[config.mk]
export PLATFORM = sky130hd
export DESIGN_NAME = cls_sched
export DESIGN_NICKNAME = d
export VERILOG_FILES = /design/src/rtl/cls_sched.sv
export SDC_FILE = /design/constraint.sdc
export NUM_CORES = 1
export LEC_CHECK = 0
export CAP_MARGIN = 20
export CELL_PAD_IN_SITES_DETAIL_PLACEMENT = 1
export CELL_PAD_IN_SITES_GLOBAL_PLACEMENT = 2
export CORE_AREA = 5 5 78 51
export DETAILED_ROUTE_END_ITERATION = 16
export DIE_AREA = 0 0 83 56
export PLACE_DENSITY = 0.81
export SLEW_MARGIN = 20
export SYNTH_ARGS = -nofsm -noshare
export SYNTH_HDL_FRONTEND = slang
export SYNTH_SLANG_ARGS = --single-unit
export TNS_END_PERCENT = 30
[constraint.sdc]
create_clock -name clk -period 1.98 [get_ports clk]
set_input_delay 0.297 -clock clk [delete_from_list [all_inputs] [get_ports clk]]
set_output_delay 0.297 -clock clk [all_outputs]
set_load 0.005 [all_outputs]
[src/rtl/cls_sched.sv]
// cls_sched - time-step scheduler and decision unit for the two-neuron
// output (classification) layer.
//
// Per inference: windowed per-step enable for the output layer (RUN), wait
// out the layer pipeline (DRAIN), compare the two potentials (DECIDE),
// present the decision over valid/ready (HOLD), then clear the layer (CLEAR).
//
// Parameters:
//   T_STEPS      time steps per inference (1..7)
//   STEP_CYCLES  clock cycles per time step (>= 2)
//
// Ports:
//   clk, rst        rising-edge clock, asynchronous active-high reset
//   start           begin an inference (honoured only in IDLE)
//   busy            state is not IDLE
//   en_h            output-layer enable, first cycle of each step
//   step_idx        current step index
//   clr_h           one-cycle clear pulse to the output-layer potentials
//   potential1_h    accumulated potential, class 0 neuron
//   potential2_h    accumulated potential, class 1 neuron
//   cls_valid       decision valid
//   cls_ready       consumer accepts the decision
//   cls_id          0 = neuron1, 1 = neuron2, 3 = reject (tie)
//   score           winning potential
//
// Build option:
//   CLS_TIE_REJECT_EN  when defined, a tie yields cls_id = 3; otherwise 0.

module cls_sched #(
    parameter int unsigned T_STEPS     = 4,
    parameter int unsigned STEP_CYCLES = 2
) (
    input  logic       clk,
    input  logic       rst,
    input  logic       start,
    output logic       busy,
    output logic       en_h,
    output logic [2:0] step_idx,
    output logic       clr_h,
    input  logic [2:0] potential1_h,
    input  logic [2:0] potential2_h,
    output logic       cls_valid,
    input  logic       cls_ready,
    output logic [1:0] cls_id,
    output logic [2:0] score
);

    localparam logic [2:0] S_IDLE   = 3'd0;
    localparam logic [2:0] S_RUN    = 3'd1;
    localparam logic [2:0] S_DRAIN  = 3'd2;
    localparam logic [2:0] S_DECIDE = 3'd3;
    localparam logic [2:0] S_HOLD   = 3'd4;
    localparam logic [2:0] S_CLEAR  = 3'd5;

    localparam int unsigned CW = (STEP_CYCLES > 1) ? $clog2(STEP_CYCLES) : 1;
    localparam logic [CW-1:0] CNT_LAST  = CW'(STEP_CYCLES - 1);
    localparam logic [2:0]    STEP_LAST = 3'(T_STEPS - 1);

`ifdef CLS_TIE_REJECT_EN
    localparam logic [1:0] TIE_ID = 2'd3;
`else
    localparam logic [1:0] TIE_ID = 2'd0;
`endif

    logic [2:0]    state, nxt_state;
    logic [CW-1:0] cnt, nxt_cnt;
    logic [2:0]    nxt_step;
    logic [1:0]    drain, nxt_drain;
    logic [1:0]    nxt_id;
    logic [2:0]    nxt_score;

    always_comb begin
        nxt_state = state;
        nxt_cnt   = cnt;
        nxt_step  = step_idx;
        nxt_drain = drain;
        nxt_id    = cls_id;
        nxt_score = score;
        case (state)
            S_IDLE: begin
                if (start) begin
                    nxt_state = S_RUN;
                    nxt_cnt   = '0;
                    nxt_step  = '0;
                end
            end
            S_RUN: begin
                if (cnt == CNT_LAST) begin
                    nxt_cnt = '0;
                    if (step_idx == STEP_LAST) begin
                        nxt_state = S_DRAIN;
                        nxt_step  = '0;
                        nxt_drain = '0;
                    end else begin
                        nxt_step = step_idx + 3'd1;
                    end
                end else begin
                    nxt_cnt = cnt + CW'(1);
                end
            end
            S_DRAIN: begin
                // Two edge-pipeline stages plus the potential register.
                if (drain == 2'd2) begin
                    nxt_state = S_DECIDE;
                end else begin
                    nxt_drain = drain + 2'd1;
                end
            end
            S_DECIDE: begin
                nxt_state = S_HOLD;
                if (potential1_h > potential2_h) begin
                    nxt_id    = 2'd0;
                    nxt_score = potential1_h;
                end else if (potential2_h > potential1_h) begin
                    nxt_id    = 2'd1;
                    nxt_score = potential2_h;
                end else begin
                    nxt_id    = TIE_ID;
                    nxt_score = potential1_h;
                end
            end
            S_HOLD: begin
                if (cls_valid && cls_ready) begin
                    nxt_state = S_CLEAR;
                end
            end
            S_CLEAR: begin
                nxt_state = S_IDLE;
            end
            default: begin
                nxt_state = S_IDLE;
            end
        endcase
    end

    // Outputs are flopped from the next-state values so each one lines up
    // with the state it describes while still coming straight off a register.
    always_ff @(posedge clk or posedge rst) begin
        if (rst) begin
            state     <= S_IDLE;
            cnt       <= '0;
            drain     <= '0;
            busy      <= 1'b0;
            en_h      <= 1'b0;
            step_idx  <= '0;
            clr_h     <= 1'b0;
            cls_valid <= 1'b0;
            cls_id    <= '0;
            score     <= '0;
        end else begin
            state     <= nxt_state;
            cnt       <= nxt_cnt;
            drain     <= nxt_drain;
            busy      <= (nxt_state != S_IDLE);
            en_h      <= (nxt_state == S_RUN) && (nxt_cnt == '0);
            step_idx  <= nxt_step;
            clr_h     <= (nxt_state == S_CLEAR);
            cls_valid <= (nxt_state == S_HOLD);
            cls_id    <= nxt_id;
            score     <= nxt_score;
        end
    end

endmodule
==> results.toml, run 1 <==
[timing]
drv_slew = 0
fin_crit_sh = 0.882
timing.hold.ws_ps = 432
setup-tns-final_ps = 0
relSlewSlack = 0.562
fin_worst_skew_ps = 7.05
finalSetupViolations = 0
hold_viol_final = 0
rsz0062_at_grt = "no"
fmax_mhz = 572
tightestPinTransition_ps = 656
period_minus_slack_ps = 1750

[global_routing]
grt_pass1_vias = 848
grt.overflow.total = 0
top_usage_layer = "met2"
use_met3 = 0.0281
grt_use_met2 = 0.192
globalRouteMet1Util = 0.130
grt_pass1_wl_um = 4110
grt_antenna_before_repair = 0
grt_max_degree = 18
grt_util_all_layers = 0.107

[clocking]
clk_path_buf_depth = 2
hold_buffers = 0
cts_tree = "done"
cts.clk_slew.worst_paths_ps = 70
h-tree-depth = 1
cts_sinks = 17
postCtsSetupBuffers = 0
cts-root-buf = "clkbuf_8"
cts_resized = 0
clk_latency_ps = 250
numCtsBuffers = 3

[drt]
routed_via_density = 4.80
postRouteWirelength_um = 2350
first_pass_iters = 4
drt_iter0_drc = 29
routedWlPerCell_um = 14.1
via_count = 797
drtAntennaViolNets = 0
drc = 0

[synthesis]
syn_inst = 101
ys_seq_area_frac = 0.450
synth.top_cell.area_share = 0.450
synth_fp_nets = 116
yosys_warnings = 0
synth_area_leaders = "dfrtp_1 (45%), ha_1 (6.6%), o21ai_0 (4.8%)"
synth_largest_area_cell = "dfrtp_1"
synthDistinctLibCells = 33
synth_async_sr_flop_share = 1.00
synth_ff_type = "dfrtp_1"
synth_edf_count = 0
syn_area_um2 = 945
synth-seq-cells = 17
syn_area_per_cell_um2 = 9.35

[setup_path]
cp-start-kind = "input pin"
critPathSlowestCell = "clkdlybuf4s50_1"
cp.required_ps = 2110
critPathTopFamily = "buffers and inverters"
worstPathMaxFanout = 5
cpPeakStageDelay_ps = 520
crit_type = "input pin to flop"
critPathBufInv = 2
critPathCaptureType = "flop"
crit_arrival_ps = 1870
path_cells = "clkdlybuf4s50_1, inv_1, ha_1, nand3b_1, nand2_1, a311oi_1, a21oi_1"

[die]
die_h_um = 56
start_util = 0.299
die_x_um = 83
design.core.area_um2 = 3160
ios = 22
placement_rows = 16
dieArea_um2 = 4650

[place]
dpl.hpwl_um = 1890
place_area_um2 = 1170
place_congestion = 0.818
dp_cells = 162
port_buffers = 20

[power_and_ir_drop]
power.leakage_nw = 0.556
ir_drop_mv = 0.573
power_mw = 1.44
pwr_density_cell_nw_per_um2 = 1180

[outcome]
outcome = "complete, no violations"

[finish]
drive_above_1_share = 0.0579
final_common_cell = "clkdlybuf4s50_1"
final_area_um2 = 1220
syn2layout_area_growth_pct = 28.9
final_cell_mix = "clkdlybuf4s50_1 (20), dfrtp_1 (17), nand2_1 (11), o21ai_0 (9), inv_1 (9)"
finalNonFillerCells = 166
num_antenna_cells = 0
nFillCells = 381
fin_nets = 137

[hold_path]
min_path_type = "input pin to async pin"

[flow_run]
cap_violations = 0
metrics by stage:
stage / setup WS (ps) / utilization
after floorplan: 636 / -
after global placement: 68.4 / 0.371
after detailed placement: -31.9 / 0.371
after CTS: 220 / 0.385
after global routing: 40.1 / 0.385
final: 233 / 0.385
flip-flops by register name, summed over array words and instances (netlist names):
signal and flops:
busy 1, clr_h 1, cls_id 1, cls_valid 1, cnt 1, drain 2, en_h 1, score 3
state 3, step_idx 3
power by group:
group / leakage (nW) / internal [mW] / total, mW / switching, mW
clock: 0.0228 / 0.143 / 0.261 / 0.118
sequential: 0.213 / 0.475 / 0.601 / 0.126
combinational: 0.321 / 0.312 / 0.579 / 0.267
path summary, 6_finish.rpt:
kind | from | endpoint | slack, ps | cells past startpoint
worst max-delay path | potential1_h[1] | score[0] | 230 | 7
worst min-delay path | rst | state[1] | 430 | 2
worst max register to register | state[0] | drain[0] | 600 | 4
worst min register to register | score[2] | score[2] | 490 | 2
max in group asynchronous | rst | state[2] | 1120 | 2
min in group clk | score[2] | score[2] | 490 | 2
layer usage:
layer  share of wire  wire length, um  vias to the layer above
li1                -                -                      390
met1            0.48             1120                      396
met2            0.50             1170                        9
met4          0.0060               14                        0
met5               0                0                        -
met3           0.020               47                        2
final cells by class:
| cell class | count | area, um2 | share of cell area |
|---|---|---|---|
| repair buffers | 20 | 200 | 0.164 |
| well taps | 45 | 56.3 | 0.0462 |
| inverters | 9 | 33.8 | 0.0277 |
| clock buffers | 4 | 45.0 | 0.0370 |
| multi-input cells | 71 | 457 | 0.375 |
| flip-flops and latches | 17 | 425 | 0.349 |
synth_stat cells, drive strengths merged, types with 2 or more instances:
cell,n
inv,9
nor2b,2
nor2,8
mux2i,3
o21ai,12
nand3b,3
a21oi,4
nand2,11
o21a,2
ha,5
buf,4
nand2b,3
nand3,3
and3,2
dfrtp,17
cell families (layout without fill, tap and decap cells):
| kind of cell | after synthesis | count (layout) | share of synthesized area |
|---|---|---|---|
| buf+inv | 13 | 33 | 0.0662 |
| fa+ha+maj | 5 | 5 | 0.0662 |
| other cells | 1 | 1 | 0.00397 |
| compound gates | 24 | 24 | 0.152 |
| mux | 4 | 4 | 0.0437 |
| flops | 17 | 17 | 0.450 |
| simple gates | 37 | 37 | 0.217 |
Power figures use the tool's default switching activity.
==> run 2, diff against run 1 <==
==> constraint.sdc (replaced) <==
create_clock -name clk -period 1.98 [get_ports clk]
set_input_delay 0.495 -clock clk [delete_from_list [all_inputs] [get_ports clk]]
set_output_delay 0.495 -clock clk [all_outputs]
set_load 0.005 [all_outputs]
==> run 2 against run 1 <==
Power increased by 1.6%. Worst hold slack improved by 57 ps. Non-clock buffer count increased by 6. Register-to-register slack about the same. Routed wire length increased by 6.3%. Clock skew decreased by 0.94 ps.
==> results.toml, run 2 (same netlist as run 1, synthesis figures left out) <==
[outcome]
outcome = "complete, no violations"

[global_routing]
grt_util_all_layers = 0.115
grt.overflow.total = 0
grt_antenna_before_repair = 0
grt_pass1_wl_um = 4280
grt_pass1_vias = 887
grt_max_degree = 18

[clocking]
cts_tree = "done"
cts_sinks = 17
h-tree-depth = 1
cts_resized = 0
cts-root-buf = "clkbuf_8"
clk_path_buf_depth = 2
cts.clk_slew.worst_paths_ps = 60
numCtsBuffers = 3
hold_buffers = 0
clk_latency_ps = 260
postCtsSetupBuffers = 0

[setup_path]
crit_arrival_ps = 1990
critPathCaptureType = "flop"
crit_type = "input pin to flop"
worstReg2RegEnd = "drain[1]"
critPathCapture = "score[1]"
worstPathMaxFanout = 4
cp-start-kind = "input pin"
crit_path_start = "potential1_h[2]"
reg2reg_depth = 4
ff2ff_setup_slack_ps = 590
r2r_start = "state[0]"
cp.required_ps = 2110

[finish]
utilization = 0.399
nFillCells = 385
final_cell_mix = "clkdlybuf4s50_1 (20), dfrtp_1 (17), nand2_1 (11), o21ai_0 (9), inv_1 (9)"
syn2layout_area_growth_pct = 33.6
fin_nets = 143
final_common_cell = "clkdlybuf4s50_1"
multiInputGateArea_um2 = 457
num_antenna_cells = 0
drive_above_1_share = 0.102
seq_area_um2 = 425
top_regs = "score x3, state x3, step_idx x3"

[place]
place_congestion = 0.833
port_buffers = 20
dpl.hpwl_um = 2040

[die]
design.core.area_um2 = 3160
ios = 22
placement_rows = 16
die_h_um = 56
start_util = 0.299
dieArea_um2 = 4650
die_x_um = 83

[drt]
first_pass_iters = 4
routed_via_density = 4.78
routedWlPerCell_um = 14.5
via_count = 823
drt_iter0_drc = 79
drtAntennaViolNets = 0
postRouteWirelength_um = 2500
drc = 0

[timing]
hold_viol_final = 0
setup-tns-final_ps = 0
rsz0062_at_grt = "no"
fin_crit_sh = 0.939
fmax_mhz = 538
finalSetupViolations = 0
timing.hold.ws_ps = 489
fin_worst_skew_ps = 6.11
period_minus_slack_ps = 1860
drv_slew = 0

[flow_run]
cap_violations = 0

[power_and_ir_drop]
ir_drop_mv = 0.521
power.leakage_nw = 0.585
pwr_density_cell_nw_per_um2 = 1160

[hold_path]
min_path_type = "flop to flop"
run 2: report_power, final:
| part | internal [mW] | switching (mW) |
|---|---|---|
| logic | 0.321 | 0.274 |
| clock network | 0.143 | 0.120 |
| registers | 0.475 | 0.130 |
run 2: per-stage QoR:
stage,power (mW),setup slack (ps),std cells,instance area [um2]
after floorplan,0.902,438,101,945
after global placement,1.16,-117,168,1220
after detailed placement,1.21,-134,168,1220
after CTS,1.49,130,172,1260
after global routing,1.57,60.0,172,1260
final,1.46,121,172,1260
run 2: critical path, cell delays in order:
cell	delay, ps
clkdlybuf4s50_1	470
inv_1	50
ha_1	340
a21oi_1	140
nand2_1	100
buf_4	150
o32ai_1	140
o31ai_1	100
run 2: layout make-up:
class / count / area share
multi-input combinational: 71 / 0.362
clock buffer: 4 / 0.0357
inverter: 9 / 0.0268
timing repair buffer: 26 / 0.194
tap: 45 / 0.0446
sequential: 17 / 0.337
run 2: worst min path at each step:
stage                         from       end  slack (ps)  cells after the start
after global placement    drain[0]  drain[0]         460                      1
after global routing      drain[0]  drain[0]         520                      1
after detailed placement  score[2]  score[2]         480                      2
after CTS                 drain[0]  drain[0]         500                      1
after floorplan                rst      busy         420                      1
final                     score[2]  score[2]         490                      2
run 2: per-layer routing:
metal / up-vias / routed length (um) / track usage
li1: 397 / - / -
met1: 406 / 1150 / 0.146
met2: 17 / 1220 / 0.187
met3: 3 / 103 / 0.0325
met4: 0 / 23 / 0.0420
met5: - / 0 / 0
==> run 3, diff against run 2 <==
--- a/config.mk
+++ b/config.mk
@@ -11,7 +11,7 @@
 export CORE_AREA = 5 5 78 51
 export DETAILED_ROUTE_END_ITERATION = 16
 export DIE_AREA = 0 0 83 56
-export PLACE_DENSITY = 0.81
+export PLACE_DENSITY_LB_ADDON = 0.1
 export SLEW_MARGIN = 20
 export SYNTH_ARGS = -nofsm -noshare
 export SYNTH_HDL_FRONTEND = slang
==> constraint.sdc (replaced) <==
create_clock -name clk -period 1.98 [get_ports clk]
set_input_delay 0.495 -clock clk [delete_from_list [all_inputs] [get_ports clk]]
set_output_delay 0.495 -clock clk [all_outputs]
set_load 0.02 [all_outputs]
==> run 3 against run 2 <==
Utilization rose by 0.83 points. Global-route usage is 0.70 points lower. Register-to-register slack gained 40 ps. Highest routed layer unchanged.
==> results.toml, run 3 (same netlist as run 1, synthesis figures left out) <==
[setup_path]
critPathCaptureType = "flop"
ff2ff_setup_slack_ps = 630
cp.required_ps = 2110
critPathSlowestCell = "clkdlybuf4s50_1"
worstPathMaxFanout = 5
critPathBufInv = 2
cpPeakStageDelay_ps = 500
crit_arrival_ps = 2000
critPathTopFamily = "buffers and inverters"
crit_type = "input pin to flop"
cp-start-kind = "input pin"
path_cells = "clkdlybuf4s50_1, inv_1, ha_2, nand2b_1, a221oi_1, o21a_1, o31ai_1"

[clocking]
cts_sinks = 17
clk_latency_ps = 250
cts-root-buf = "clkbuf_8"
cts.clk_slew.worst_paths_ps = 60
numCtsBuffers = 3
cts_tree = "done"
postCtsSetupBuffers = 0
h-tree-depth = 1
clk_path_buf_depth = 2

[finish]
final_common_cell = "clkdlybuf4s50_1"
fin_nets = 144
nFillCells = 380
drive_above_1_share = 0.141
finalNonFillerCells = 173
top_regs = "score x3, state x3, step_idx x3"
syn2layout_area_growth_pct = 36.4
final_area_um2 = 1290
final_cell_mix = "clkdlybuf4s50_1 (20), dfrtp_1 (17), nand2_1 (10), inv_1 (9), o21ai_0 (8)"
utilization = 0.407
num_antenna_cells = 0

[hold_path]
min_path_type = "flop to flop"

[drt]
drtAntennaViolNets = 0
first_pass_iters = 6
routedWlPerCell_um = 13.6
wl_met3_um = 84
routed_via_density = 4.50
postRouteWirelength_um = 2350
wl_met2_um = 940
via_count = 778
wl_met1_um = 1320
drc = 0
drt_iter0_drc = 44
topRoutingLayerUsed = "met4"

[die]
design.core.area_um2 = 3160
die_h_um = 56
dieArea_um2 = 4650
ios = 22
placement_rows = 16
die_x_um = 83
start_util = 0.299

[outcome]
outcome = "complete, no violations"

[global_routing]
grt_pass1_wl_um = 4130
grt_antenna_before_repair = 0
grt_max_degree = 18
grt_pass1_vias = 813
grt.overflow.total = 0
grt_util_all_layers = 0.108

[place]
place_congestion = 0.854
dp_cells = 169
port_buffers = 20
dpl.hpwl_um = 1880
place_area_um2 = 1220

[timing]
hold_viol_final = 0
setup-tns-final_ps = 0
drv_slew = 0
fin_worst_skew_ps = 7.50
fmax_mhz = 536
finalSetupViolations = 0
timing.hold.ws_ps = 481
fin_crit_sh = 0.942
period_minus_slack_ps = 1870

[power_and_ir_drop]
ir_drop_mv = 0.389
power.leakage_nw = 0.591
pwr_density_cell_nw_per_um2 = 1200

[flow_run]
cap_violations = 0
[run 3: layer usage]
layer  global-route usage  vias up
met4              0.00699        0
met2                0.150       12
li1                     -      403
met5                    0        -
met3               0.0414        2
met1                0.163      361
[run 3: worst paths after layout]
kind | from | to | cells after the start
max reg2reg | state[0] | drain[0] | 4
min in group asynchronous | rst | step_idx[0] | 3
min reg2reg | drain[0] | drain[0] | 1
max | potential1_h[1] | score[1] | 7
max in group asynchronous | rst | score[2] | 3
min | drain[0] | drain[0] | 1
[run 3: layout make-up]
cell class	instances	area (um2)	area share
well taps	45	56.3	0.0437
clock inverters	1	5.00	0.00388
repair buffers	27	253	0.196
multi-input cells	71	474	0.368
inverters	9	33.8	0.0262
clock buffers	3	41.3	0.0320
flip-flops and latches	17	425	0.330
[run 3: power by group]
| part | switching [mW] | internal (mW) | total, mW |
|---|---|---|---|
| sequential | 0.116 | 0.474 | 0.590 |
| combinational | 0.362 | 0.330 | 0.692 |
| clock | 0.123 | 0.140 | 0.263 |
| total | 0.601 | 0.944 | 1.54 |
[run 3: what timing repair did]
action,in CTS,in global routing
hold buffers,0,0
resized for setup,0,4
endpoints found under the setup margin,0,3
[run 3: per-stage QoR]
step	setup WS [ps]	power [mW]
6_report	114	1.54
5_1_grt	-6.94	1.67
4_1_cts	83.4	1.56
3_5_place_dp	-170	1.29
3_3_place_gp	-144	1.28
2_1_floorplan	438	0.998
[run 3: worst reg2reg max path, cell delays in order (launching register included)]
cell	delay, ps
dfrtp_1	500
nand2b_1	220
or3_4	360
nand3_1	90
o21ai_1	60
